## config.mk

```make
export PLATFORM = sky130hd
export DESIGN_NAME = scv_rominit_flat
export DESIGN_NICKNAME = d
export VERILOG_FILES = /design/src/rtl/scv_pkg.sv /design/src/rtl/scv_rominit_if.sv /design/src/rtl/scv_rominit.sv /design/src/flat_wrapper.sv
export SDC_FILE = /design/constraint.sdc
export NUM_CORES = 1
export LEC_CHECK = 0
export BUFFER_PORTS_ARGS = -buffer_cell sky130_fd_sc_hd__buf_4
export CAP_MARGIN = 20
export CORE_MARGIN = 3
export CORE_UTILIZATION = 50
export CTS_CLUSTER_DIAMETER = 200
export DETAILED_ROUTE_END_ITERATION = 10
export GPL_TIMING_DRIVEN = 1
export PLACE_DENSITY = 0.69
export SYNTH_ARGS = -nofsm -noshare
export SYNTH_HDL_FRONTEND = slang
export SYNTH_SLANG_ARGS = --single-unit
```

## constraint.sdc

```tcl
create_clock -name CLK -period 6.15 [get_ports CLK]
set_input_delay 0.3075 -clock CLK [delete_from_list [all_inputs] [get_ports CLK]]
set_output_delay 0.3075 -clock CLK [all_outputs]
set_load 0.005 [all_outputs]
```

## src/rtl/scv_pkg.sv

```systemverilog
// -----------------------------------------------------------------------------
// scv_pkg
// Shared types and constants for the SCV ROM initialisation loader.
//   rominit_region_t : target region of a download (BOOT, CHR, CART)
//   rominit_state_t  : loader FSM states
//   *_BYTES          : region sizes in bytes
//   HDR_BYTES        : length of the cart file header that can be stripped
//   region_limit()   : size of a region, in the width of the address counter
// -----------------------------------------------------------------------------
package scv_pkg;

    typedef enum logic [1:0] {
        BOOT = 2'd0,
        CHR  = 2'd1,
        CART = 2'd2
    } rominit_region_t;

    typedef enum logic [1:0] {
        IDLE = 2'd0,
        LOAD = 2'd1,
        GAP  = 2'd2,
        DONE = 2'd3
    } rominit_state_t;

    // The address counter must be able to hold the cart size itself (2^17),
    // because it doubles as the written-byte count.
    localparam int unsigned CNT_W = 18;

    localparam logic [CNT_W-1:0] BOOT_BYTES = 18'd4096;
    localparam logic [CNT_W-1:0] CHR_BYTES  = 18'd1024;
    localparam logic [CNT_W-1:0] CART_BYTES = 18'd131072;

    localparam logic [9:0] HDR_BYTES = 10'd512;

    function automatic logic [CNT_W-1:0] region_limit(input rominit_region_t r);
        logic [CNT_W-1:0] lim;
        lim = BOOT_BYTES;
        case (r)
            BOOT:    lim = BOOT_BYTES;
            CHR:     lim = CHR_BYTES;
            CART:    lim = CART_BYTES;
            default: lim = '0;
        endcase
        return lim;
    endfunction

endpackage

```

## src/rtl/scv_rominit_if.sv

```systemverilog
// -----------------------------------------------------------------------------
// scv_rominit_if
// Download stream and ROMINIT write bus of the SCV ROM loader.
//   DL_START/DL_INDEX/DL_HDR : download start pulse, region select, header flag
//   DL_DATA/DL_VALID/DL_READY: byte stream with valid/ready handshake
//   DL_END                   : end-of-file pulse
//   ROMINIT_SEL_*            : one-hot region select during a download
//   ROMINIT_ADDR/DATA/VALID  : registered byte write strobe
// Modports: master = download source / ROMINIT sink, slave = loader.
// -----------------------------------------------------------------------------
interface scv_rominit_if;

    logic        DL_START;
    logic [1:0]  DL_INDEX;
    logic        DL_HDR;
    logic [7:0]  DL_DATA;
    logic        DL_VALID;
    logic        DL_READY;
    logic        DL_END;

    logic        ROMINIT_SEL_BOOT;
    logic        ROMINIT_SEL_CHR;
    logic        ROMINIT_SEL_CART;
    logic [24:0] ROMINIT_ADDR;
    logic [7:0]  ROMINIT_DATA;
    logic        ROMINIT_VALID;

    modport master (
        output DL_START, DL_INDEX, DL_HDR, DL_DATA, DL_VALID, DL_END,
        input  DL_READY,
        input  ROMINIT_SEL_BOOT, ROMINIT_SEL_CHR, ROMINIT_SEL_CART,
        input  ROMINIT_ADDR, ROMINIT_DATA, ROMINIT_VALID
    );

    modport slave (
        input  DL_START, DL_INDEX, DL_HDR, DL_DATA, DL_VALID, DL_END,
        output DL_READY,
        output ROMINIT_SEL_BOOT, ROMINIT_SEL_CHR, ROMINIT_SEL_CART,
        output ROMINIT_ADDR, ROMINIT_DATA, ROMINIT_VALID
    );

endinterface

```

## src/rtl/scv_rominit.sv

```systemverilog
// -----------------------------------------------------------------------------
// scv_rominit
// Streams a downloaded file into one of the SCV ROM regions (boot, chr, cart)
// as single-byte ROMINIT writes with an optional idle gap after each write.
//   CLK       : system clock (video XTAL * 2), shared with the scv core
//   RESB      : asynchronous active-low reset
//   bus       : scv_rominit_if.slave (download stream in, ROMINIT writes out)
//   BUSY      : download in progress
//   CART_SIZE : bytes written by the last completed cart download
//   ERR       : sticky overflow / invalid-index flag, cleared by DL_START
// Parameter WR_GAP (0-15): idle cycles with DL_READY low after each write.
// Build option SCV_ROMINIT_HDR_STRIP_EN: drop the first 512 bytes of a cart
// download that is flagged with DL_HDR; otherwise DL_HDR is ignored.
// -----------------------------------------------------------------------------
module scv_rominit
    import scv_pkg::*;
#(
    parameter int unsigned WR_GAP = 1
)
(
    input  logic              CLK,
    input  logic              RESB,
    scv_rominit_if.slave      bus,
    output logic              BUSY,
    output logic [CNT_W-1:0]  CART_SIZE,
    output logic              ERR
);

    localparam logic [3:0] GAP_LOAD = (WR_GAP > 0) ? 4'(WR_GAP - 1) : 4'd0;

    rominit_state_t   state,     state_n;
    rominit_region_t  region,    region_n;
    logic [CNT_W-1:0] addr,      addr_n;
    logic [3:0]       gap_cnt,   gap_n;
    logic             wr_valid,  wr_valid_n;
    logic [CNT_W-1:0] wr_addr,   wr_addr_n;
    logic [7:0]       wr_data,   wr_data_n;
    logic             busy,      busy_n;
    logic             err,       err_n;
    logic [CNT_W-1:0] cart_size, cart_size_n;

    logic             accept;
    logic             hdr_skip;
    logic [CNT_W-1:0] limit;

    assign accept = (state == LOAD) && bus.DL_VALID;
    assign limit  = region_limit(region);

`ifdef SCV_ROMINIT_HDR_STRIP_EN
    // Remaining header bytes to swallow; loaded only for a cart start with DL_HDR.
    logic [9:0] hdr_left;

    always_ff @(posedge CLK or negedge RESB) begin
        if (!RESB) begin
            hdr_left <= '0;
        end else if (bus.DL_START) begin
            hdr_left <= (bus.DL_INDEX == CART && bus.DL_HDR) ? HDR_BYTES : '0;
        end else if (accept && hdr_left != '0) begin
            hdr_left <= hdr_left - 10'd1;
        end
    end

    assign hdr_skip = (hdr_left != '0);
`else
    logic unused_hdr;
    assign unused_hdr = bus.DL_HDR;
    assign hdr_skip   = 1'b0;
`endif

    always_ff @(posedge CLK or negedge RESB) begin
        if (!RESB) begin
            state     <= IDLE;
            region    <= BOOT;
            addr      <= '0;
            gap_cnt   <= '0;
            wr_valid  <= 1'b0;
            wr_addr   <= '0;
            wr_data   <= '0;
            busy      <= 1'b0;
            err       <= 1'b0;
            cart_size <= '0;
        end else begin
            state     <= state_n;
            region    <= region_n;
            addr      <= addr_n;
            gap_cnt   <= gap_n;
            wr_valid  <= wr_valid_n;
            wr_addr   <= wr_addr_n;
            wr_data   <= wr_data_n;
            busy      <= busy_n;
            err       <= err_n;
            cart_size <= cart_size_n;
        end
    end

    always_comb begin
        state_n     = state;
        region_n    = region;
        addr_n      = addr;
        gap_n       = gap_cnt;
        wr_valid_n  = 1'b0;
        wr_addr_n   = wr_addr;
        wr_data_n   = wr_data;
        busy_n      = busy;
        err_n       = err;
        cart_size_n = cart_size;

        if (bus.DL_START) begin
            // Start has priority over everything, including DL_END and a byte
            // accepted in this same cycle (that byte is dropped).
            if (bus.DL_INDEX == 2'd3) begin
                err_n   = 1'b1;
                busy_n  = 1'b0;
                state_n = IDLE;
            end else begin
                err_n    = 1'b0;
                busy_n   = 1'b1;
                region_n = rominit_region_t'(bus.DL_INDEX);
                addr_n   = '0;
                state_n  = LOAD;
            end
        end else begin
            unique case (state)
                LOAD: begin
                    if (accept && !hdr_skip) begin
                        if (addr >= limit) begin
                            // Overflow bytes are consumed silently, without a gap.
                            err_n = 1'b1;
                        end else begin
                            wr_valid_n = 1'b1;
                            wr_addr_n  = addr;
                            wr_data_n  = bus.DL_DATA;
                            addr_n     = addr + 18'd1;
                            if (WR_GAP != 0) begin
                                state_n = GAP;
                                gap_n   = GAP_LOAD;
                            end
                        end
                    end
                    if (bus.DL_END) begin
                        state_n = DONE;
                        busy_n  = 1'b0;
                        if (region == CART) cart_size_n = addr_n;
                    end
                end
                GAP: begin
                    if (bus.DL_END) begin
                        state_n = DONE;
                        busy_n  = 1'b0;
                        if (region == CART) cart_size_n = addr;
                    end else if (gap_cnt == 4'd0) begin
                        state_n = LOAD;
                    end else begin
                        gap_n = gap_cnt - 4'd1;
                    end
                end
                DONE: state_n = IDLE;
                default: state_n = IDLE;
            endcase
        end
    end

    assign bus.DL_READY         = (state == LOAD);
    assign bus.ROMINIT_SEL_BOOT = busy && (region == BOOT);
    assign bus.ROMINIT_SEL_CHR  = busy && (region == CHR);
    assign bus.ROMINIT_SEL_CART = busy && (region == CART);
    assign bus.ROMINIT_ADDR     = {7'd0, wr_addr};
    assign bus.ROMINIT_DATA     = wr_data;
    assign bus.ROMINIT_VALID    = wr_valid;

    assign BUSY      = busy;
    assign CART_SIZE = cart_size;
    assign ERR       = err;

endmodule

```

## src/flat_wrapper.sv

```systemverilog
// flat-port wrapper written by rule: the top's interface ports become plain ports
module scv_rominit_flat import scv_pkg::*;
#(
    parameter int unsigned WR_GAP = 1
)
  (CLK, RESB, BUSY, CART_SIZE, ERR, bus_DL_START, bus_DL_INDEX, bus_DL_HDR, bus_DL_DATA, bus_DL_VALID, bus_DL_END, bus_DL_READY, bus_ROMINIT_SEL_BOOT, bus_ROMINIT_SEL_CHR, bus_ROMINIT_SEL_CART, bus_ROMINIT_ADDR, bus_ROMINIT_DATA, bus_ROMINIT_VALID);
  scv_rominit_if bus_i ();
  input  logic CLK;
  input  logic RESB;
  output logic BUSY;
  output logic [CNT_W-1:0] CART_SIZE;
  output logic ERR;
  input wire logic [$bits(bus_i.DL_START)-1:0] bus_DL_START;
  input wire logic [$bits(bus_i.DL_INDEX)-1:0] bus_DL_INDEX;
  input wire logic [$bits(bus_i.DL_HDR)-1:0] bus_DL_HDR;
  input wire logic [$bits(bus_i.DL_DATA)-1:0] bus_DL_DATA;
  input wire logic [$bits(bus_i.DL_VALID)-1:0] bus_DL_VALID;
  input wire logic [$bits(bus_i.DL_END)-1:0] bus_DL_END;
  output wire logic [$bits(bus_i.DL_READY)-1:0] bus_DL_READY;
  output wire logic [$bits(bus_i.ROMINIT_SEL_BOOT)-1:0] bus_ROMINIT_SEL_BOOT;
  output wire logic [$bits(bus_i.ROMINIT_SEL_CHR)-1:0] bus_ROMINIT_SEL_CHR;
  output wire logic [$bits(bus_i.ROMINIT_SEL_CART)-1:0] bus_ROMINIT_SEL_CART;
  output wire logic [$bits(bus_i.ROMINIT_ADDR)-1:0] bus_ROMINIT_ADDR;
  output wire logic [$bits(bus_i.ROMINIT_DATA)-1:0] bus_ROMINIT_DATA;
  output wire logic [$bits(bus_i.ROMINIT_VALID)-1:0] bus_ROMINIT_VALID;
  assign bus_i.DL_START = bus_DL_START;
  assign bus_i.DL_INDEX = bus_DL_INDEX;
  assign bus_i.DL_HDR = bus_DL_HDR;
  assign bus_i.DL_DATA = bus_DL_DATA;
  assign bus_i.DL_VALID = bus_DL_VALID;
  assign bus_i.DL_END = bus_DL_END;
  assign bus_DL_READY = bus_i.DL_READY;
  assign bus_ROMINIT_SEL_BOOT = bus_i.ROMINIT_SEL_BOOT;
  assign bus_ROMINIT_SEL_CHR = bus_i.ROMINIT_SEL_CHR;
  assign bus_ROMINIT_SEL_CART = bus_i.ROMINIT_SEL_CART;
  assign bus_ROMINIT_ADDR = bus_i.ROMINIT_ADDR;
  assign bus_ROMINIT_DATA = bus_i.ROMINIT_DATA;
  assign bus_ROMINIT_VALID = bus_i.ROMINIT_VALID;
  scv_rominit #(.WR_GAP(WR_GAP)) u_core (.CLK(CLK), .RESB(RESB), .bus(bus_i), .BUSY(BUSY), .CART_SIZE(CART_SIZE), .ERR(ERR));
endmodule
```

==> out/metrics.cfg, run 1 <==
[clock_tree]
clockBufferDepth = 2
post_cts_resized = 0
path_clk_slew_ns = 0.08
cts_setup_buffers = 0
cts_made_buffers = 9
clk_latency_ns = 0.36
cts_hold_buf = 0
htree_num_levels = 3
cts-root-buf = clkbuf_8
clkSinkCount = 73
cts_tree = yes

[sta]
tightestPinTransition_ns = 1.03
holdWs_ns = 0.0811
final.min_clock_period_ns = 3.11
hold_violations = 0
setup-violations-final = 0
setup_tns_ns = 0
finalMaxSlewViolations = 0
max_slew_margin = 0.310
skew_ns = 0.00911
finalCritPeriodShare = 0.506
max_freq_ghz = 0.321
rsz0062_at_grt = false

[die]
die_h_um = 93.8
io-pin-count = 74
initial_utilization = 0.522
die_w_um = 93.8
core_area_um2 = 7370
die_area_um2 = 8790
rows = 31

[synth]
yosys_warnings = 0
synth_top_family_by_area = simple AND/OR/NAND/NOR gates
async_flop_share = 1.00
syn_inst = 439
synth_cell_types = 49
synth_flop_cell = dfrtp_1
synth_edf_count = 0
synth-simple-area-share = 0.257
synth-compound-area-share = 0.133
synth_xor_area_frac = 0.0387
synth.area.mux_share = 0.00520
avgSynthCellArea_um2 = 8.77
syn_area_um2 = 3850
ys_seq_elements = 73
synth-seq-area-share = 0.474
synthAdderAreaFrac = 0.0292

[global_route]
grt_pass1_wl_mm = 15.0
antenna_found_initial = 0
grt_usage = 0.213
busiest_layer = met2
met1_usage = 0.296
grt_max_degree = 74
grt_pass1_vias = 3085
use_met2 = 0.332
grt.overflow.total = 0
met3_usage = 0.0521

[hold_path]
hp-class = input port to asynchronous set/reset pin

[drt]
vias = 3264
post-route-drc-count = 0
drt_pre_antenna_iters = 5
wirelength_mm = 8.98
postRouteAntennaNets = 0
vias_per_cell = 5.51
wire_per_inst_um = 15.2
first_iter_violations = 186

[flow_run]
maxCapViolCount = 0

[setup_path]
path_cells = or2_2, ha_1, a2111oi_2, o22a_1, nand3_4, inv_2, nand2_1, o21ai_0
critPathMaxStageDelay_ns = 0.63
cpMaxStageDelayCell = inv_2
worst_r2r_path_depth = 8
cp-startpoint = u_core.region[1]
arrival_ns = 3.36
required_ns = 6.39
r2r_setup_slack_ns = 3.04
worstSetupPathType = register to register
cp_max_fo = 36
cp-end-kind = register
rr_endpoint = u_core.addr[4]
critPathLaunchType = register
r2r_start = u_core.region[1]

[final_layout]
nNetsFinal = 513
antennaDiodeCount = 0
area_delta_synth_final_pct = 19.3
drive_gt1_frac = 0.189

[power_and_ir_drop]
peakVddDrop_v = 0.000131
total_power_w = 0.00126
p_leak_nw = 2.21
power_density_nw_per_um2 = 275

[place]
hpwlAfterDp_mm = 5.79
numPortBuffers = 65
place.gp.congestion = 0.813

[status]
status = finished, final reports clean

==> critical path, delay by kind of cell (launching register included) <==
family / cells / cell delay [ns]
buffers and inverters: 1 / 0.63
DFF: 1 / 0.44
AOI/OAI and AO/OA: 3 / 0.81
adders and majority gates: 1 / 0.32
and+or+nand+nor: 3 / 0.79
==> placed cells by master (no fill, tap or decap), types with 2 or more instances in the layout <==
master	count
a21oi_1	7
a31oi_1	11
and2_1	4
and3_1	6
and4_1	2
buf_4	67
bufinv_16	3
clkbuf_8	11
conb_1	7
dfrtp_1	73
ha_1	9
inv_1	12
mux2i_1	2
nand2_1	112
nand2b_1	5
nand3_1	10
nand3_4	2
nand4_1	19
nor2_1	19
nor2b_1	5
nor3_1	4
nor3b_1	3
nor4b_1	2
o211ai_1	2
o21ai_0	42
o21ai_1	3
o311ai_0	2
o31ai_1	4
o32ai_1	2
o41ai_1	5
or2_2	3
or4_1	3
xnor2_1	3
xor2_1	14
==> layer usage <==
metal  up-vias  wire length [um]
li1       1599                 -
met5         -                 0
met2       113              4150
met3        18               564
met1      1534              4130
met4         0               127
==> kinds of logic (layout without fill, tap and decap cells) <==
kind of cell,after synthesis,in the layout
buf+inv,49,97
flops,73,73
compound gates,84,84
other cells,1,7
simple gates,204,204
xor+xnor,17,17
mux,2,2
fa+ha+maj,9,9
==> per-stage QoR <==
| step | std cells | setup slack (ns) | utilization | cell area [um^2] |
|---|---|---|---|---|
| floorplan | 445 | 3.87 | - | 3870 |
| CTS | 590 | 3.03 | 0.619 | 4560 |
| global route | 592 | 2.77 | 0.623 | 4590 |
| detailed placement | 574 | 3.17 | 0.584 | 4300 |
| finish | 592 | 3.04 | 0.623 | 4590 |
| global placement | 574 | 3.24 | 0.584 | 4300 |
==> synth_stat cells, types with 3 or more instances <==
master | number | area share
or4_1 | 3 | 0.0058
o41ai_1 | 5 | 0.011
a31oi_1 | 11 | 0.018
nand3_1 | 10 | 0.013
xnor2_1 | 3 | 0.0068
nand2b_1 | 5 | 0.0081
and2_1 | 4 | 0.0065
ha_1 | 9 | 0.029
nor3_1 | 4 | 0.0052
a21oi_1 | 7 | 0.0091
dfrtp_1 | 73 | 0.47
buf_2 | 5 | 0.0065
xor2_1 | 14 | 0.032
or2_2 | 3 | 0.0049
nor2b_1 | 5 | 0.0081
clkbuf_1 | 17 | 0.017
o21ai_0 | 42 | 0.055
nand2_1 | 112 | 0.11
buf_4 | 10 | 0.019
nand4_1 | 19 | 0.031
o31ai_1 | 4 | 0.0078
nor3b_1 | 3 | 0.0058
nor2_1 | 19 | 0.019
and3_1 | 6 | 0.0098
inv_1 | 12 | 0.012
o21ai_1 | 3 | 0.0039
==> registers in the layout, summed over array words and instances (netlist names) <==
signal,cells
u_core.CART_SIZE,18
u_core.addr,18
u_core.wr_addr,18
u_core.bus.ROMINIT_DATA,8
u_core.gap_cnt,4
u_core.region,2
u_core.state,2
u_core.BUSY,1
u_core.ERR,1
u_core.bus.ROMINIT_VALID,1
==> worst max path at each step <==
stage	endpoint	slack [ns]	cells past startpoint
after floorplan	u_core.addr[14]	3.87	7
after CTS	u_core.addr[4]	3.03	8
final	u_core.addr[4]	3.04	8
after detailed placement	u_core.addr[4]	3.17	8
after global routing	u_core.addr[4]	2.77	8
after global placement	u_core.addr[2]	3.24	7
==> where the power goes <==
group	internal [W]	leakage, nW	total [W]	switching [W]
sequential	0.000520	0.996	0.000542	0.0000226
combinational	0.000104	1.09	0.000243	0.000140
clock	0.000293	0.127	0.000478	0.000185
==> layout make-up <==
class	instances	area, um^2
Clock buffer	12	155
Clock inverter	4	98.8
Fill cell	652	2780
Inverter	13	48.8
Multi-Input combinational cell	323	1810
Sequential cell	73	1830
Tap cell	99	124
Timing Repair Buffer	68	531
(Power assumes the default switching activity.)
==> run 2: changes to the inputs <==
ABC_AREA = 1   (was default)
PLACE_DENSITY = 0.71   (was 0.69)
clock period = 2.8 ns   (was 6.15 ns; I/O delays follow)
==> run 2 against run 1 <==
Compared with the run above: clock power rose by 79%; cell count grew 23%; die area increased by 9.0%; maximum frequency is 26% higher; via count is 16% higher; global-route usage increased by 0.41 points; largest cell class is now multi-input combinational cells; largest power group unchanged.
==> out/metrics.cfg, run 2 <==
[drt]
vias = 3798  ; +16%
wire_per_inst_um = 13.5  ; -11%
vias_per_cell = 5.21  ; -5.5%
drt_pre_antenna_iters = 4  ; -1
first_iter_violations = 242  ; +30%
postRouteAntennaNets = 0  ; unchanged
post-route-drc-count = 0  ; unchanged
wirelength_mm = 9.84  ; +9.6%

[final_layout]
drive_gt1_frac = 0.230  ; +0.0410
area_delta_synth_final_pct = 19.4  ; about the same
antennaDiodeCount = 0  ; unchanged
final_cell_mix = 204 x nand2_1, 73 x buf_4, 73 x dfrtp_1, 44 x inv_1, 35 x nor2_1
nNetsFinal = 647  ; +26%
layout_commonest_cell = nand2_1
finalInstanceArea_um2 = 5040  ; +9.8%

[setup_path]
cp-end-kind = register
cpLargestDelayFamily = simple AND/OR/NAND/NOR gates
worst_r2r_path_depth = 13  ; +5
critPathLaunchType = register
worstSetupPathType = register to register
cp-startpoint = u_core.region[1]
required_ns = 3.04  ; -3.35 ns
cpMaxStageDelayCell = dfrtp_1
path_cells = or2_2, ha_1, nand2_1, nand3_2, nand2_4, nand2_4, nor2_8, buf_4, nand2_1, o21ai_0, nand2_1, nand2_1, nand2_1
crit_buf_inv = 1  ; unchanged
arrival_ns = 2.72  ; -0.64 ns
r2r_setup_slack_ns = 0.33  ; -2.71 ns
critPathMaxStageDelay_ns = 0.43  ; -0.20 ns
r2r_start = u_core.region[1]
rr_endpoint = u_core.CART_SIZE[1]
cp_common_cell = nand2_1
cp_max_fo = 15  ; -58%

[sta]
setup-violations-final = 0  ; unchanged
max_freq_ghz = 0.404  ; +26%
max_slew_margin = 0.397  ; +0.0877
final.min_clock_period_ns = 2.47  ; -0.641 ns
finalMaxSlewViolations = 0  ; unchanged
setup_tns_ns = 0  ; unchanged
skew_ns = 0.0111  ; +0.00201 ns
rsz0062_at_grt = false
hold_violations = 0  ; unchanged
tightestPinTransition_ns = 0.904  ; -0.129 ns
finalCritPeriodShare = 0.883  ; +0.377

[hold_path]
holdPathEnd = u_core.region[0]
hp-class = input port to register
hold_path.startpoint = bus_DL_INDEX[0]
hold_depth = 3

[die]
rows = 32  ; +3.2%
core_area_um2 = 7970  ; +8.1%
io-pin-count = 74  ; unchanged
initial_utilization = 0.530  ; +0.00758
die_h_um = 97.9  ; +4.4%
die_area_um2 = 9580  ; +9.0%
die_w_um = 97.9  ; +4.4%

[status]
status = finished, final reports clean

[power_and_ir_drop]
p_leak_nw = 2.73  ; +23%
peakVddDrop_v = 0.000419  ; +220%
power_density_nw_per_um2 = 584  ; +110%

[synth]
yosysMostFrequentCell = nand2_1
syn_inst = 549  ; +25%
synth_flop_cell = dfrtp_1
netlist_top_cells_area = dfrtp_1 43%, nand2_1 18%, inv_1 3.9%
avgSynthCellArea_um2 = 7.69  ; -12%
async_flop_share = 1.00  ; unchanged
syn_area_um2 = 4220  ; +9.7%
synth_common_cells = 204 x nand2_1, 73 x dfrtp_1, 44 x inv_1, 35 x nor2_1, 22 x a21oi_1
ys_seq_elements = 73  ; unchanged
synth_edf_count = 0  ; unchanged
synth_cell_types = 31  ; -37%
synth_top_area_frac = 0.433  ; -0.0419
yosys_warnings = 0  ; unchanged
yosysTopAreaCell = dfrtp_1
synth-seq-area-share = 0.433  ; -0.0419

[clock_tree]
clkSinkCount = 73  ; unchanged
cts_setup_buffers = 0  ; unchanged
post_cts_resized = 0  ; unchanged
cts_tree = yes
path_clk_slew_ns = 0.07  ; about the same
cts-root-buf = clkbuf_8
cts_hold_buf = 9  ; +9
clockBufferDepth = 2  ; unchanged
clk_latency_ns = 0.36  ; about the same
htree_num_levels = 3  ; unchanged
cts_made_buffers = 9  ; unchanged

[global_route]
grt_max_degree = 74  ; unchanged
antenna_found_initial = 0  ; unchanged
grt.overflow.total = 0  ; unchanged
grt_pass1_wl_mm = 17.2  ; +15%
grt_usage = 0.217  ; +0.00407
grt_pass1_vias = 3671  ; +19%

[place]
place_area_um2 = 4750  ; +10%
place.gp.congestion = 0.885  ; +8.8%
numPortBuffers = 65  ; unchanged
hpwlAfterDp_mm = 6.80  ; +17%

[flow_run]
maxCapViolCount = 0  ; unchanged

-- run 2: cell types whose count changed after synthesis, sizes merged, moves of 14 or more --
cell,delta
nand2,+102
xor2,-14
inv,+37
nor2,+22
nand3,+22
a21oi,+15
-- run 2: through the flow --
step	worst slack (ns)	cells	utilization	hold slack [ns]	power, W
4_1_cts	0.334	729	0.633	0.00576	0.00296
5_1_grt	0.177	729	0.633	0.0243	0.00312
6_report	0.327	729	0.633	0.0179	0.00295
3_3_place_gp	0.422	704	0.596	0.336	0.00208
2_1_floorplan	0.789	555	-	-0.156	0.00175
3_5_place_dp	0.352	704	0.596	0.337	0.00210
-- run 2: kinds of logic after synthesis --
| group | share of synthesized area |
|---|---|
| AND/OR/NAND/NOR | 0.346 |
| buffers and inverters | 0.0901 |
| flip-flops | 0.433 |
| AO/OA/AOI/OAI | 0.0996 |
| adder cells (fa/ha/maj) | 0.0267 |
| XOR/XNOR | 0.00415 |
| other | 0.000888 |
-- run 2: worst max path at each step --
stage | endpoint | slack (ns) | cells after the start
global route | u_core.CART_SIZE[1] | 0.18 | 14
global placement | u_core.CART_SIZE[1] | 0.42 | 13
detailed placement | u_core.CART_SIZE[1] | 0.35 | 13
finish | u_core.CART_SIZE[1] | 0.33 | 13
floorplan | u_core.CART_SIZE[2] | 0.79 | 14
CTS | u_core.CART_SIZE[1] | 0.33 | 13
-- run 2: area by class of cell --
type | instances | area (um^2)
inverter | 50 | 188
sequential | 73 | 1830
timing repair buffer | 83 | 658
multi-input combinational | 405 | 2040
tap | 102 | 128
fill | 719 | 2930
clock inverter | 6 | 66.3
clock buffer | 10 | 138
-- run 2: layer usage --
layer	GRT usage	vias up	wire length, um
met4	0.0799	0	109
li1	-	1894	-
met2	0.346	110	4700
met3	0.0457	11	564
met1	0.293	1783	4470
met5	0	-	0
-- run 2: tightest hold or removal path, cell delays in order --
cell	delay, ns
buf_4	0.08
nand2_1	0.05
o21ai_0	0.06
-- run 2: report_power, final --
| part | total (W) | leakage (nW) | internal [W] | switching [W] |
|---|---|---|---|---|
| Sequential | 0.00129 | 0.991 | 0.00120 | 0.0000905 |
| Clock | 0.000855 | 0.0949 | 0.000437 | 0.000418 |
| Combinational | 0.000801 | 1.64 | 0.000358 | 0.000443 |
